## config.mk

```make
export PLATFORM = sky130hd
export DESIGN_NAME = psum_accumulator
export DESIGN_NICKNAME = d
export VERILOG_FILES = /design/src/rtl/noc_pkt_pkg.sv /design/src/rtl/psum_adder.sv /design/src/rtl/psum_accumulator.sv
export SDC_FILE = /design/constraint.sdc
export NUM_CORES = 1
export LEC_CHECK = 0
export CORE_MARGIN = 8
export CORE_UTILIZATION = 44
export CTS_CLUSTER_SIZE = 30
export DETAILED_ROUTE_END_ITERATION = 8
export PLACE_DENSITY = 0.67
export SLEW_MARGIN = 10
export SYNTH_ARGS = -nofsm -noshare
export SYNTH_HDL_FRONTEND = slang
export SYNTH_SLANG_ARGS = --single-unit
```

## constraint.sdc

```tcl
create_clock -name clk -period 2.8 [get_ports clk]
set_input_delay 0.56 -clock clk [delete_from_list [all_inputs] [get_ports clk]]
set_output_delay 0.56 -clock clk [all_outputs]
set_load 0.005 [all_outputs]
```

## src/rtl/noc_pkt_pkg.sv

```systemverilog
// rtl/noc_pkt_pkg.sv - NoC packet layout, packet type codes and accumulator FSM states
package noc_pkt_pkg;

    localparam int PKT_W = 18;

    typedef enum logic [1:0] {
        PKT_RSVD    = 2'b00,
        PKT_PSUM    = 2'b01,
        PKT_WR_ADDR = 2'b10,
        PKT_WR_DATA = 2'b11
    } pkt_type_e;

    typedef struct packed {
        logic [3:0] dst;
        logic [3:0] idx;
        pkt_type_e  pkt_type;
        logic [7:0] value;
    } noc_pkt_t;

    typedef enum logic [2:0] {
        ST_IDLE,
        ST_COLLECT,
        ST_SEND_ADDR,
        ST_SEND_DATA,
        ST_DONE
    } state_e;

endpackage

```

## src/rtl/psum_adder.sv

```systemverilog
// rtl/psum_adder.sv - 8-bit partial-sum adder; wraps modulo 256, saturates at 255 when PSUM_SAT_EN is defined
module psum_adder (
    input  logic [7:0] a,
    input  logic [7:0] b,
    output logic [7:0] sum
);

`ifdef PSUM_SAT_EN
    logic [8:0] full;

    assign full = {1'b0, a} + {1'b0, b};
    assign sum  = full[8] ? 8'hFF : full[7:0];
`else
    assign sum = a + b;
`endif

endmodule

```

## src/rtl/psum_accumulator.sv

```systemverilog
// rtl/psum_accumulator.sv - collects NUM_PE partial sums per pixel and writes each result to memory over the NoC
// Saturating accumulation is selected by defining PSUM_SAT_EN (see psum_adder).
module psum_accumulator
    import noc_pkt_pkg::*;
#(
    parameter logic [3:0] NODE_ADDR   = 4'd13,
    parameter logic [3:0] MEM_ADDR    = 4'd1,
    parameter int         NUM_PE      = 5,
    parameter int         NUM_OUT     = 9,
    parameter logic [7:0] RESULT_BASE = 8'd0
) (
    input  logic             clk,
    input  logic             reset,
    input  logic             start,
    input  logic             in_valid,
    output logic             in_ready,
    input  logic [PKT_W-1:0] in_pkt,
    output logic             out_valid,
    input  logic             out_ready,
    output logic [PKT_W-1:0] out_pkt,
    output logic             done,
    output logic             err
);

    localparam logic [15:0] FULL_MASK = 16'((32'd1 << NUM_PE) - 32'd1);
    localparam logic [4:0]  NUM_PE_W  = 5'(NUM_PE);
    localparam logic [7:0]  LAST_PIX  = 8'(NUM_OUT - 1);

    state_e      state;
    logic [15:0] bitmap;
    logic [7:0]  acc;
    logic [7:0]  acc_next;
    logic [7:0]  pixel;

    noc_pkt_t    pkt;
    logic [15:0] idx_bit;
    logic        is_psum;
    logic        dup;
    logic        take;

    assign pkt     = noc_pkt_t'(in_pkt);
    assign idx_bit = 16'd1 << pkt.idx;
    assign is_psum = (pkt.dst == NODE_ADDR) && (pkt.pkt_type == PKT_PSUM) &&
                     ({1'b0, pkt.idx} < NUM_PE_W);

    // A repeat of an already-collected index is back-pressured, not dropped,
    // so it lands in the next pixel once the bitmap is cleared.
    assign dup      = in_valid && is_psum && ((bitmap & idx_bit) != 16'd0);
    assign in_ready = (state == ST_COLLECT) && !dup;
    assign take     = in_valid && in_ready;

    psum_adder u_adder (
        .a   (acc),
        .b   (pkt.value),
        .sum (acc_next)
    );

    always_ff @(posedge clk or negedge reset) begin
        if (!reset) begin
            state     <= ST_IDLE;
            bitmap    <= 16'd0;
            acc       <= 8'd0;
            pixel     <= 8'd0;
            out_valid <= 1'b0;
            out_pkt   <= '0;
            done      <= 1'b0;
            err       <= 1'b0;
        end else begin
            case (state)
                ST_IDLE: begin
                    done <= 1'b0;
                    if (start) begin
                        state  <= ST_COLLECT;
                        pixel  <= 8'd0;
                        bitmap <= 16'd0;
                        acc    <= 8'd0;
                    end
                end
                ST_COLLECT: begin
                    if (take) begin
                        if (is_psum) begin
                            acc    <= acc_next;
                            bitmap <= bitmap | idx_bit;
                            if (((bitmap | idx_bit) & FULL_MASK) == FULL_MASK) begin
                                state     <= ST_SEND_ADDR;
                                out_valid <= 1'b1;
                                out_pkt   <= {MEM_ADDR, NODE_ADDR, PKT_WR_ADDR,
                                              8'(RESULT_BASE + pixel)};
                            end
                        end else begin
                            err <= 1'b1;
                        end
                    end
                end
                ST_SEND_ADDR: begin
                    if (out_ready) begin
                        state   <= ST_SEND_DATA;
                        out_pkt <= {MEM_ADDR, NODE_ADDR, PKT_WR_DATA, acc};
                    end
                end
                ST_SEND_DATA: begin
                    if (out_ready) begin
                        out_valid <= 1'b0;
                        pixel     <= pixel + 8'd1;
                        bitmap    <= 16'd0;
                        acc       <= 8'd0;
                        if (pixel == LAST_PIX) begin
                            state <= ST_DONE;
                            done  <= 1'b1;
                        end else begin
                            state <= ST_COLLECT;
                        end
                    end
                end
                ST_DONE: begin
                    done  <= 1'b0;
                    state <= ST_IDLE;
                end
                default: state <= ST_IDLE;
            endcase
        end
    end

endmodule
```

## Yosys cells after proc, flatten, opt, wreduce, memory -nomap -nowiden

Index checks and enable logic that the tools add are counted.

| storage, ports and cells | value |
|---|---|
| bits of input ports | 23 |
| bits in registers | 56 |

| operators by class | value |
|---|---|
| order comparisons | 1 |
| equal/unequal tests | 15 |
| muxes and demuxes | 33 |
| reductions and logical operators | 22 |
| add/subtract/negate cells | 2 |
| bitwise gates (word level) | 3 |
| shift-type cells | 1 |

Operators with widths:

| operator | count |
|---|---|
| two-way mux 18 bit | 4 |
| two-way mux 16 bit | 4 |
| one-hot mux 16 bit (3 select lines) | 1 |
| two-way mux 8 bit | 5 |
| one-hot mux 18 bit (2 select lines) | 1 |
| one-hot mux 8 bit (3 select lines) | 1 |
| two-way mux 3 bit | 7 |
| bitwise AND 16 bit | 1 |
| OR 16 bit | 1 |
| one-hot mux 8 bit (2 select lines) | 1 |
| nonzero test 16 bit | 1 |
| << shifter 1 x 4 -> 16 bit, first input constant | 1 |
| AND reduction 5 bit | 3 |
| inequality test 2 bit, second input constant | 6 |
| one-hot mux 3 bit (4 select lines) | 1 |
| AND reduction 3 bit | 3 |
| adder 8 x 1 -> 8 bit, second input constant | 1 |
| adder 8 bit | 1 |
| == test 8 x 4 -> 1 bit, second input constant | 1 |
| nonzero test 2 bit | 4 |
| == test 3 x 2 -> 1 bit, second input constant | 2 |
| logical AND 1 bit | 6 |
| two-way mux 1 bit | 6 |
| AND reduction 6 bit | 1 |
| other kinds (13) | 14 |

## Longest topological paths before layout

| depth | value |
|---|---|
| depth after elaboration | 10 |
| mapped depth | 9 |

## Modules after synthesis

From an unflattened synthesis, not the netlist that was laid out.

| unflattened totals | value |
|---|---|
| cells, all modules | 331 |
| area, all modules | 3,012.9 µm² |

By module, submodules not included:

| module | cells each | times used | seq. area each (µm²) | area an instance (µm²) |
|---|---|---|---|---|
| psum_accumulator | 290 | 1 | 1,201.2 | 2,702.6 |
| psum_adder | 41 | 1 | 0.0 | 310.3 |

## Worst setup path after synthesis

OpenSTA, ideal clock, no wires.

| timing | value |
|---|---|
| path kind | input -> register |
| start | input in_pkt[10] |
| end | register acc[2] |
| library setup time | 125 ps |
| data arrival time | 2,335 ps |
| slack | 340 ps |
| stages on the path | 8 |
| path through | buf_2 > and4b_1 > a31o_2 > a221oi_4 > nand3_4 > a211o_1 > buf_6 > mux2_4 |

| on the way | value |
|---|---|
| longest elaborated chain between the ends | 9 |
| elaborated cells between the ends (all ways) | 13 |
| those cells by class | order compare: 1; eq/ne: 2; shift: 1; bitwise: 1; reduce/logical: 8 |

Ends and longest elaborated chain:

| element | RTL line | text |
|---|---|---|
| start, declared | psum_accumulator.sv:17 | `input logic [PKT_W-1:0] in_pkt,` |
| less-than comparator 4 x 3 -> 1 bit or << shifter 1 x 4 -> 16 bit (tied branches) | psum_accumulator.sv:44, psum_accumulator.sv:42 |  |
| logical AND 1 bit or bitwise AND 16 bit (tied branches) | psum_accumulator.sv:43, psum_accumulator.sv:48 |  |
| logical AND 1 bit or nonzero test 16 bit (tied branches) | psum_accumulator.sv:48 | `assign dup = in_valid && is_psum && ((bitmap & idx_bit) != 16'd0);` |
| logical AND 1 bit | psum_accumulator.sv:48 |  |
| zero test 1 bit | psum_accumulator.sv:49 | `assign in_ready = (state == ST_COLLECT) && !dup;` |
| logical AND 1 bit | psum_accumulator.sv:49 |  |
| logical AND 1 bit | psum_accumulator.sv:50 | `assign take = in_valid && in_ready;` |
| inequality test 2 bit (no line) | -- |  |
| AND reduction 5 bit (no line) (*) | -- |  |
| end signal, assigned | psum_accumulator.sv:82 | `acc <= acc_next;` |
| end, declared | psum_accumulator.sv:31 | `logic [7:0] acc;` |

Every way passes the cells marked *; elsewhere a longest branch is shown, timed or not.
A chain may end at the register's enable or synchronous reset.

## Worst setup path after layout

| timing | value |
|---|---|
| start | input in_pkt[12] |
| end | output in_ready |

| on the way | value |
|---|---|
| longest elaborated chain between the ends | 6 |
| elaborated cells between the ends (all ways) | 9 |
| those cells by class | order compare: 1; shift: 1; bitwise: 1; reduce/logical: 6 |

Ends and longest elaborated chain:

| element | RTL line | text |
|---|---|---|
| less-than comparator 4 x 3 -> 1 bit or << shifter 1 x 4 -> 16 bit (tied branches) | psum_accumulator.sv:44, psum_accumulator.sv:42 |  |
| logical AND 1 bit or bitwise AND 16 bit (tied branches) | psum_accumulator.sv:43, psum_accumulator.sv:48 |  |
| logical AND 1 bit or nonzero test 16 bit (tied branches) | psum_accumulator.sv:48 |  |
| logical AND 1 bit (*) | psum_accumulator.sv:48 |  |
| zero test 1 bit (*) | psum_accumulator.sv:49 |  |
| logical AND 1 bit (*) | psum_accumulator.sv:49 |  |
| end, declared | psum_accumulator.sv:16 | `output logic in_ready,` |

Marks and branches as above.

==> impl_metrics.csv <==
group,metric,value,unit
logic_synthesis,yosys.area.top_type_share,41.27,%
timing,rsz0062_at_grt,"no",
global_routing,grt_pass1_vias,2382,
die,start_util,45.57,%
route,drc,0,
cts,clk_path_buf_depth,2,
placed_design,portBuffers,40,
setup_path,cp_slowest_cell,"or4b_1",
placed_design,dp_slack,-464.1,ps
logic_synthesis,synth.distinct_cells,62,
route,routed_wl,6965,um
logic_synthesis,synth_flop_cell,"dfrtp_1",
power,power,1423,uW
timing,hold_viol_final,0,
cells_and_area,diodes,0,
timing,fin_crit_sh,93.55,%
logic_synthesis,yosys_warnings,0,
power,peakVddDrop,231.4,uV
setup_path,cpPeakStageDelay,510,ps
setup_path,critPathTopFamily,"simple AND/OR/NAND/NOR gates",
cts,cts.sinks,48,
logic_synthesis,synth_top_cell_by_area,"dfrtp_1",
timing,fin_crit,2619,ps
logic_synthesis,synth_area_leaders,"dfrtp_1 41%, ha_1 3.9%, nor2_1 3.7%, mux2_4 3.1%, a21oi_1 2.9%",
cts,htreeDepth,2,
global_routing,grt_pass1_wl,12050,um
route,viasPerCell,5.591,
job,drv_cap,0,
placed_design,place_hpwl,5154,um
die,core_area,6386,sq um
setup_path,path_buf_inv,3,
route,drt-initial-drc-count,128,
logic_synthesis,postSynthCellCount,297,
die,fp-row-count,29,
cells_and_area,fin_nets,388,
logic_synthesis,ys_seq_area_share,41.27,%
cells_and_area,drive_gt1_share,17.98,%
route,vias,2421,
logic_synthesis,synth_edf_count,0,
cts,cts_root_buffer,"clkbuf_8",
power,p_per_area,387.8,nW/um^2
timing,skew,10.55,ps
timing,worst_slack,180.6,ps
setup_path,crit_arrival,2060,ps
cts,numCtsBuffers,5,
die,fp.dieH,97.33,um
cts,clkTransAtPathRegs,100,ps
logic_synthesis,synthTopCellsByCount,"48 x dfrtp_1, 29 x nor2_1, 17 x a21oi_1, 17 x nand2_1",
hold_path,hold_path.class,"input pin to asynchronous set/reset pin",
setup_path,crit_type,"input pin to output port",
die,die_w,97.33,um
logic_synthesis,synth_area,2910,sq um
cts,tritoncts,"done",
global_routing,grt_antenna_before_repair,0,
route,ant_nets,0,
die,num_io_pins,45,
logic_synthesis,ys_async_sr_fraction,100.0,%
logic_synthesis,yosysMostFrequentCell,"dfrtp_1",
route,dr.pass1.iters,4,
logic_synthesis,yosys_register_bits,48,
timing,worst_pin_slew,622.6,ps
cts,insertion_delay,310,ps
status,outcome,"complete, no violations",
timing,setup-tns-final,0,ps
setup_path,worstPathCellList,"dlygate4sd2_1 > buf_4 > or4b_1 > a21boi_2 > nor4_4 > nand2_1 > a21oi_2 > buf_2",
global_routing,grt_max_degree,27,
global_routing,grt_usage,15.07,%
setup_path,crit_fanout,7,
setup_path,cp.required,2240,ps
cells_and_area,syn_to_final_growth,26.10,%
placed_design,gp_congestion,0.8449,
setup_path,startpoint_type,"input pin",
global_routing,grt_remaining_overflow,0,
logic_synthesis,avgSynthCellArea,9.799,sq um
timing,fmax,381.8,MHz
timing,relSlewSlack,58.34,%
timing,whs,226.3,ps
die,die_area,9473,sq um
route,wl_per_cell,16.09,um
setup_path,end_kind,"output port",
timing,drv_slew,0,
power,leakage,0.001698,uW
timing,final-setup-viol-count,0,
[per-stage QoR]
step | instance area [sq um] | instances | util, %
4_1_cts | 3637 | 431 | 56.96
3_3_place_gp | 3495 | 421 | 54.72
2_1_floorplan | 2922 | 300 | -
3_5_place_dp | 3495 | 421 | 54.72
6_report | 3670 | 433 | 57.46
5_1_grt | 3670 | 433 | 57.46
[registers in the layout, summed over array words and instances (netlist names)]
register,count
bitmap,16
out_pkt,10
acc,8
pixel,8
state,3
done,1
err,1
out_valid,1
[cell families (layout without fill, tap and decap cells)]
kind of cell / Yosys count / count (layout) / share of synthesized area, %
xor gates and xnor gates: 11 / 11 / 3.310
adders and majority gates: 10 / 10 / 4.557
buffers and inverters: 34 / 90 / 6.148
AOI/OAI and AO/OA: 65 / 65 / 16.85
and+or+nand+nor: 118 / 118 / 23.26
other: 1 / 4 / 0.1289
DFF: 48 / 48 / 41.27
muxes: 10 / 10 / 4.471
[where the power goes]
group | internal (uW) | total [uW] | leakage, uW | switching [uW]
clock | 266 | 511 | 0.0000552 | 246
combinational | 99.6 | 193 | 0.00100 | 93.2
sequential | 705 | 719 | 0.000643 | 13.9
total | 1070 | 1420 | 0.00170 | 353
[worst reg2reg max path: stages, from the launching register on]
cell and delay (ps):
dfrtp_1 430, or3b_4 250, a211oi_2 60, buf_4 140, nor4_4 280, buf_4 180, nand3_4 70, a211o_1 440
buf_4 210, o41ai_2 190
[path summary, 6_finish.rpt]
| check | end | slack, ps | cells after the start | startpoint |
|---|---|---|---|---|
| min in group clk | err | 480 | 1 | err |
| max in group asynchronous | pixel[4] | 2310 | 2 | reset |
| setup reg to reg | bitmap[4] | 460 | 9 | bitmap[2] |
| hold reg to reg | err | 480 | 1 | err |
| setup / recovery | in_ready | 180 | 8 | in_pkt[12] |
| hold / removal | out_pkt[2] | 230 | 2 | reset |
[layout make-up]
type | count | area (sq um)
Inverter | 10 | 37.54
Clock inverter | 2 | 35.03
Multi-Input combinational cell | 218 | 1574
Tap cell | 77 | 96.34
Timing Repair Buffer | 72 | 653.1
Fill cell | 559 | 2716
Sequential cell | 48 | 1201
Clock buffer | 6 | 72.57
[timing repair]
action,4_1_cts,5_1_grt
gates resized for setup,13,6
cloned,0,1
pin swaps,3,3
hold buffers,0,0
buffers inserted,2,1
setup endpoints to repair,11,17
[cell usage in the layout, fill, tap and decap left out, types with 3 or more instances in the layout]
cell,instances
dfrtp_1,48
clkdlybuf4s50_1,34
nor2_1,29
buf_4,29
nand2_1,17
a21oi_1,16
and2_1,11
inv_1,10
nand3_1,10
nor2b_1,9
o21ai_0,9
ha_1,9
a221o_1,8
nor3_1,7
mux2_4,6
xor2_1,6
o21a_1,5
xnor2_1,5
clkbuf_8,5
nand2b_1,4
mux2i_1,4
conb_1,4
nand3b_1,3
nand4_1,3
a31o_2,3
and3_1,3
a21o_1,3
nor4b_1,3
[metal layers]
metal | share of wire (%) | up-vias | GRT usage [%]
li1 | - | 1167 | -
met1 | 49 | 1182 | 20.91
met2 | 44 | 65 | 22.24
met3 | 5.0 | 7 | 4.054
met4 | 1.4 | 0 | 4.429
met5 | 0 | - | 0
Note: power is estimated with default switching activity, not from simulation.
